`src/rtl/pipo_load_arbiter.sv`:
```
// Round-robin sequencer sharing one two-stage PIPO among N_REQ requesters.
// Tags each word through the PIPO and auto-flushes the last word after idling.
module pipo_load_arbiter #(
  parameter int N_REQ        = 4,
  parameter int DATA_W       = 4,
  parameter int FLUSH_CYCLES = 8
) (
  input  logic                    i_clk,
  input  logic                    i_rst,
  input  logic [N_REQ-1:0]        i_req,
  input  logic [N_REQ*DATA_W-1:0] i_data,
  input  logic                    i_flush,
  input  logic [DATA_W-1:0]       i_pipo_out,
  output logic [N_REQ-1:0]        o_grant,
  output logic                    o_pipo_load,
  output logic [DATA_W-1:0]       o_pipo_data,
  output logic                    o_out_valid,
  output logic [$clog2(N_REQ)-1:0] o_out_id,
  output logic [DATA_W-1:0]       o_out_data,
  output logic                    o_busy
);

  localparam int ID_W  = $clog2(N_REQ);
  localparam int CNT_W = $clog2(FLUSH_CYCLES + 1) + 1;
  localparam logic [CNT_W-1:0] CNT_LAST =
    (FLUSH_CYCLES == 0) ? '0 : CNT_W'(FLUSH_CYCLES - 1);

  typedef enum logic [1:0] {
    IDLE  = 2'd0,
    HOLD  = 2'd1,
    FLUSH = 2'd2
  } state_t;

  state_t           state;
  state_t           state_nxt;
  logic [ID_W-1:0]  ptr;
  logic [ID_W-1:0]  win_id;
  logic             win_hit;
  int               best;
  logic             s1_valid;
  logic [ID_W-1:0]  s1_id;
  logic [CNT_W-1:0] cnt;
  logic             grant_any;
  logic             timeout;
  logic             flush_issue;

  // Lowest rotated distance from the pointer wins.
  always_comb begin
    win_hit = 1'b0;
    win_id  = '0;
    best    = N_REQ;
    for (int k = 0; k < N_REQ; k++) begin
      if (i_req[k] && (((k + N_REQ - int'(ptr)) % N_REQ) < best)) begin
        win_hit = 1'b1;
        win_id  = ID_W'(k);
        best    = (k + N_REQ - int'(ptr)) % N_REQ;
      end
    end
  end

  always_ff @(posedge i_clk) begin
    if (i_rst) begin
      state <= IDLE;
    end else begin
      state <= state_nxt;
    end
  end

  always_comb begin
    state_nxt = state;
    unique case (state)
      IDLE: begin
        if (win_hit) state_nxt = HOLD;
      end
      HOLD: begin
        if (win_hit)          state_nxt = HOLD;
        else if (flush_issue) state_nxt = FLUSH;
      end
      FLUSH: begin
        state_nxt = win_hit ? HOLD : IDLE;
      end
      default: state_nxt = IDLE;
    endcase
  end

  always_comb begin
    grant_any   = win_hit && !i_rst;
    timeout     = (FLUSH_CYCLES != 0) && (cnt == CNT_LAST);
    flush_issue = !i_rst && (state == HOLD) && !win_hit
                  && (i_flush || timeout);
    o_pipo_load = grant_any || flush_issue;
    o_pipo_data = '0;
    o_grant     = '0;
    for (int k = 0; k < N_REQ; k++) begin
      if (grant_any && (win_id == ID_W'(k))) begin
        o_grant[k]  = 1'b1;
        o_pipo_data = i_data[k*DATA_W +: DATA_W];
      end
    end
  end

  // Tags advance exactly when the PIPO stages advance.
  always_ff @(posedge i_clk) begin
    if (i_rst) begin
      ptr         <= '0;
      s1_valid    <= 1'b0;
      s1_id       <= '0;
      cnt         <= '0;
      o_out_valid <= 1'b0;
      o_out_id    <= '0;
    end else begin
      if (grant_any) begin
        ptr <= (win_id == ID_W'(N_REQ - 1)) ? '0 : win_id + ID_W'(1);
      end
      if (o_pipo_load) begin
        o_out_valid <= s1_valid;
        o_out_id    <= s1_id;
        s1_valid    <= grant_any;
        s1_id       <= win_id;
      end else begin
        o_out_valid <= 1'b0;
      end
      if (state == HOLD && !grant_any && !flush_issue) begin
        if (cnt != '1) cnt <= cnt + CNT_W'(1);
      end else begin
        cnt <= '0;
      end
    end
  end

  assign o_out_data = i_pipo_out;
  assign o_busy     = (state == HOLD);

endmodule

```
`config.mk`:
```
export PLATFORM = sky130hd
export DESIGN_NAME = pipo_load_arbiter
export DESIGN_NICKNAME = d
export VERILOG_FILES = /design/src/rtl/pipo_load_arbiter.sv
export SDC_FILE = /design/constraint.sdc
export NUM_CORES = 1
export LEC_CHECK = 0
export ABC_CLOCK_PERIOD_IN_PS = 7700
export CAP_MARGIN = 20
export CORE_ASPECT_RATIO = 1.75
export CORE_MARGIN = 8
export CORE_UTILIZATION = 45
export CTS_BUF_LIST = sky130_fd_sc_hd__clkbuf_16
export CTS_CLUSTER_DIAMETER = 200
export DETAILED_ROUTE_END_ITERATION = 8
export GPL_TIMING_DRIVEN = 1
export PLACE_DENSITY = 0.84
export SLEW_MARGIN = 0
export SYNTH_ARGS = -nofsm -noshare
export SYNTH_HDL_FRONTEND = slang
export SYNTH_SLANG_ARGS = --single-unit
export TNS_END_PERCENT = 10
```
`constraint.sdc`:
```
create_clock -name i_clk -period 7.7 [get_ports i_clk]
set_clock_uncertainty 0.05 [all_clocks]
set_input_delay 0.77 -clock i_clk [delete_from_list [all_inputs] [get_ports i_clk]]
set_output_delay 0.77 -clock i_clk [all_outputs]
set_load 0.03 [all_outputs]
```
Word level (Yosys, flattened, before mapping)
Cells that the tools add are included.
Widths: inputs -> output; s select.
{"block": "word_totals", "in_bits": 27, "wordCells": 85, "output_inout_bits": 17, "regBits": 15}
{"block": "classes", "muxes": 24, "reduce_logical": 29, "n_addsub": 6, "order_cmp": 4, "bitwise": 6, "n_eq_ne": 9}
{"op": "$lt 3x32->1", "count": 3}
{"op": "$mux 32", "count": 3}
{"op": "$mux 4", "count": 4}
{"op": "$sub 3x2->4 const A", "count": 4}
{"op": "$logic_and 1x1->1", "count": 14}
{"op": "$mux 2", "count": 6}
{"op": "$reduce_or 2->1", "count": 6}
{"op": "$mux 1", "count": 10}
{"op": "$eq 2x2->1 const B", "count": 3}
{"op": "$pmux 2 s3", "count": 1}
{"op": "$add 5x1->5 const B", "count": 1}
{"op": "$eq 5x3->1 const B", "count": 1}
{"op": "$ne 5x5->1 const B", "count": 1}
{"op": "$and 1x1->1", "count": 4}
{"op": "$eq 2x1->1 const B", "count": 2}
{"op": "$logic_not 1->1", "count": 4}
{"op": "$logic_not 2->1", "count": 2}
{"op": "$lt 3x4->1 const B", "count": 1}
{"op": "$ne 3x1->1 const B", "count": 1}
{"op": "$add 2x1->2 const B", "count": 1}
{"op": "$logic_or 1x1->1", "count": 2}
{"op": "$ne 2x2->1 const B", "count": 1}
{"op": "$not 1->1", "count": 2}
{"op": "$reduce_and 2->1", "count": 1}

Depth between registers and ports, before layout
{"block": "logic_depth", "depth_word": 22, "depth_mapped": 18, "depth_no_buf": 18}

Worst setup path after synthesis
Ideal clock, no wire load.
{"block": "synth_path", "kind": "input-to-output", "start": "in i_req[0]", "end": "out o_pipo_data[0]", "setup_slack_ns": 2.935, "arrival_ns": 3.945, "path_buffers": 2, "required_time_ns": 6.880, "cell_stages": 17, "path_cell_list": "buf_6 mux2i_1 a32oi_1 ha_1 o22ai_1 o21ai_0 nor2_1 a21o_1 ha_1 nand2_1 o311ai_4 and2_1 ha_1 and2_1 clkbuf_1 a31o_1 o21a_1"}
{"block": "synth_between", "elab_chain_len": 17, "word_cells_on_any_way": 30, "classes_between": "order compare (3); eq/ne (3); mux (14); reduce/logical (10)"}
{"element": "start, declared", "line": "10", "text": "input logic [N_REQ-1:0] i_req,"}
{"element": "$logic_and 1x1->1 *", "line": "53", "text": "if (i_req[k] && (((k + N_REQ - int'(ptr)) % N_REQ) < best)) begin"}
{"element": "$mux 32", "line": "53"}
{"element": "$lt 3x32->1", "line": "53"}
{"element": "$logic_and 1x1->1", "line": "53"}
{"element": "$mux 32", "line": "53"}
{"element": "$lt 3x32->1", "line": "53"}
{"element": "$logic_and 1x1->1", "line": "53"}
{"element": "$mux 32", "line": "53"}
{"element": "$lt 3x32->1", "line": "53"}
{"element": "$logic_and 1x1->1", "line": "53"}
{"element": "$mux 2 / $mux 1 (equally long branches)", "line": "53"}
{"element": "$logic_not 2->1 / $logic_and 1x1->1 (equally long branches)", "line": "95, 87"}
{"element": "$logic_and 1x1->1", "line": "95", "text": "if (grant_any && (win_id == ID_W'(k))) begin"}
{"element": "$mux 4 (3 in a row)", "line": "95"}
{"element": "$mux 4 *", "line": "95"}
{"element": "end, declared", "line": "16", "text": "output logic [DATA_W-1:0] o_pipo_data,"}
Every way passes the cells marked *; elsewhere a longest branch is shown, timed or not.

Worst setup path after layout
{"block": "layout_path", "start": "in i_req[0]", "end": "out o_pipo_data[3]"}
The elaborated chain is that of the path after synthesis.

==> impl_metrics.ini <==
[status]
status = completed

[sta]
fin_crit_sh_pct = 77.8
setup_viol = 0
finalHoldViolations = 0
finalSetupTns_ns = 0
fin_crit_ns = 5.99
tightest_slew_ns = 0.422
rsz0062_at_grt = no
final_max_slew_viol_count = 0
slew_headroom_pct = 71.8
max_clock_freq_mhz = 167
setup_slack_ns = 1.71

[synth]
synthesis.area_mm2 = 0.00105
synth.avg_cell_area_um2 = 8.23
synth_xor_area_share_pct = 3.33
ys_seq_area_share_pct = 28.5
synthCells = 128
synthMuxAreaShare_pct = 4.75
ys_ff_latch = 15
synth_nets = 161
synth_fa_ha_area_share_pct = 7.13
synth_top_family_by_area = simple AND/OR/NAND/NOR gates
synth_compound_area_share_pct = 22.3
yosys.area_share.simple_pct = 25.5
synthDistinctLibCells = 37
synth-warning-count = 0

[clock_network]
cts_root_buf = clkbuf_16
cts-hold-fix-buffers = 0
numCtsBuffers = 3
clk_pin_slew_ns = 0.05
clkSinkCount = 15
cts_buffer_depth = 2
clk_latency_ns = 0.24
cts_tree = built
htreeDepth = 1
post_cts_buffers = 0
cts_resized = 0

[critical_path]
required_ns = 6.88
critPathKind = input pin to output port
reg2reg_depth = 15
worstPathMaxFanout = 9
path_buf_inv = 4
worstPathCellList = clkdlybuf4s50_1 > mux2i_1 > a32oi_1 > ha_1 > o22ai_1 > o21ai_0 > nor2_1 > a21o_1 > ha_1 > nand2_1 > o311ai_4 > and2_1 > inv_1 > ha_1 > inv_1 > nand4_1 > o22a_1 > o21a_1 > clkdlybuf4s50_1
start_kind = input pin
slowest_stage = clkdlybuf4s50_1
worstPathArrival_ns = 5.17
cpPeakStageDelay_ns = 0.65
cp_top_family = compound AO/OA/AOI/OAI gates
end_kind = output port
crit_path_frequent_cell = ha_1
cp.depth = 19

[place]
port_buffers = 35
dp_cells = 179
gp_congestion = 0.889
place_ws_ns = 1.71
dp_hpwl_um = 2460

[floorplan]
die_area_mm2 = 0.00421
start_util_pct = 46.9
rows = 23
core_area_mm2 = 0.00224
die_h_um = 80.0
die_w_um = 52.6
top_level_ports = 44

[routing]
post_drt_via_cell_ratio = 5.75
wl_um = 3030
detail_route.wl_per_cell_um = 16.6
wl_met3_um = 225
ant_nets = 0
wl_met2_um = 1620
firstDrtPassIters = 4
via_count = 1052
drt-initial-drc-count = 17
wl_met1_um = 1080
drc = 0
top_layer = met4

[grt]
grtUsageTotal_pct = 15.3
grt_max_degree = 12
antenna_found_initial = 0
grt_pass1_vias = 1100
grt_pass1_wl_um = 5030
gr-total-overflow = 0

[cells_and_area]
areaGrowthSynthToFinish_pct = 38.2
n_antenna_cell = 0
layout-drive-gt1-share_pct = 5.70
post_layout_nonfiller_instances = 183
nets = 192
fillers = 206

[power_and_ir_drop]
ir_drop_uv = 158
leakage_nw = 0.616
power_density_mw_per_mm2 = 306

[hold_path]
hold_class = flip-flop to flip-flop
hold_path_depth = 1

[flow_run]
maxCapViolCount = 0
==> cell usage after synthesis, drive strengths merged <==
| library cell | instances | area [um2] |
|---|---|---|
| nor2 | 19 | 76.3 |
| dfxtp | 15 | 300 |
| nand2 | 9 | 33.8 |
| inv | 8 | 30.0 |
| buf | 7 | 51.3 |
| a21oi | 6 | 30.0 |
| and3 | 6 | 37.5 |
| ha | 6 | 75.1 |
| mux2i | 5 | 50.1 |
| o21a | 5 | 37.5 |
| a31o | 4 | 35.0 |
| and2 | 4 | 25.0 |
| nor2b | 4 | 25.0 |
| o22a | 4 | 35.0 |
| a211oi | 3 | 22.5 |
| clkbuf | 2 | 7.51 |
| nand2b | 2 | 20.0 |
| o21ai | 2 | 10.0 |
| xnor2 | 2 | 17.5 |
| xor2 | 2 | 17.5 |
| a21o | 1 | 7.51 |
| a221o | 1 | 10.0 |
| a31oi | 1 | 6.26 |
| a32oi | 1 | 8.76 |
| nand3 | 1 | 5.00 |
| nand3b | 1 | 7.51 |
| nand4 | 1 | 6.26 |
| nand4b | 1 | 8.76 |
| nor3 | 1 | 5.00 |
| o22ai | 1 | 6.26 |
| o311ai | 1 | 26.3 |
| or3 | 1 | 11.3 |
| or4 | 1 | 7.51 |
==> routing by layer <==
| metal | vias up | global-route usage, % |
|---|---|---|
| li1 | 510 | - |
| met1 | 488 | 13.6 |
| met2 | 44 | 28.3 |
| met3 | 10 | 4.85 |
| met4 | 0 | 8.59 |
| met5 | - | 0 |
==> worst register-to-register path, cell delays in order, from the launching register on <==
cell      delay [ns]
dfxtp_1         0.47
mux2i_1         0.13
a32oi_1         0.22
ha_1            0.24
o22ai_1         0.12
o21ai_0         0.29
nor2_1          0.09
a21o_1          0.17
ha_1            0.27
nand2_1         0.08
o311ai_4        0.43
and2_1          0.27
inv_1           0.06
ha_1            0.30
a21oi_1         0.14
nor2_1          0.06
==> logic make-up after synthesis <==
kind of cell / count (synthesis)
AOI/OAI and AO/OA: 30
xor gates and xnor gates: 4
adders and majority gates: 6
buffers and inverters: 17
DFF: 15
muxes: 5
and+or+nand+nor: 51
==> layout make-up <==
cell class | instances | area [um2] | area share [%]
inverters | 8 | 30.0 | 2.06
multi-input cells | 96 | 664 | 45.6
clock buffers | 3 | 75.1 | 5.15
well taps | 25 | 31.3 | 2.15
flip-flops and latches | 15 | 300 | 20.6
clock inverters | 1 | 5.00 | 0.344
repair buffers | 35 | 350 | 24.1
==> worst paths after layout <==
path	end	slack, ns	from
setup reg to reg	ptr[1]	4.20	ptr[0]
setup / recovery	o_pipo_data[3]	1.71	i_req[0]
hold reg to reg	state[0]	0.40	state[1]
hold / removal	state[0]	0.40	state[1]
==> cells in the final DEF (no fill, tap or decap), types with 3 or more instances in the layout <==
master           instances
clkdlybuf4s50_1         35
nor2_1                  17
dfxtp_1                 15
nand2_1                  9
inv_1                    8
a21oi_1                  6
and3_1                   6
ha_1                     6
mux2i_1                  5
o21a_1                   5
nor2b_1                  4
and2_1                   4
a31o_1                   4
o22a_1                   4
a211oi_1                 3
clkbuf_16                3
==> flip-flops by register name, summed over array words and instances, names as in the netlist <==
signal,count
o_out_id,2
cnt,5
ptr,2
state,2
s1_id,2
o_out_valid,1
s1_valid,1
==> where the power goes <==
part,internal [mW],switching [mW]
registers,0.0857,0.00841
clock network,0.0692,0.0302
logic,0.110,0.141
total,0.265,0.180
==> through the flow <==
step / power, mW / cell area (um2) / util (%) / hold WS, ns
after floorplan: 0.268 / 1050 / - / 0.364
after global placement: 0.336 / 1380 / 61.3 / 0.376
after detailed placement: 0.346 / 1380 / 61.3 / 0.395
after CTS: 0.448 / 1460 / 64.9 / 0.400
after global routing: 0.476 / 1460 / 64.9 / 0.430
final: 0.445 / 1460 / 64.9 / 0.404
No activity file was read; power rests on OpenSTA's default activity.
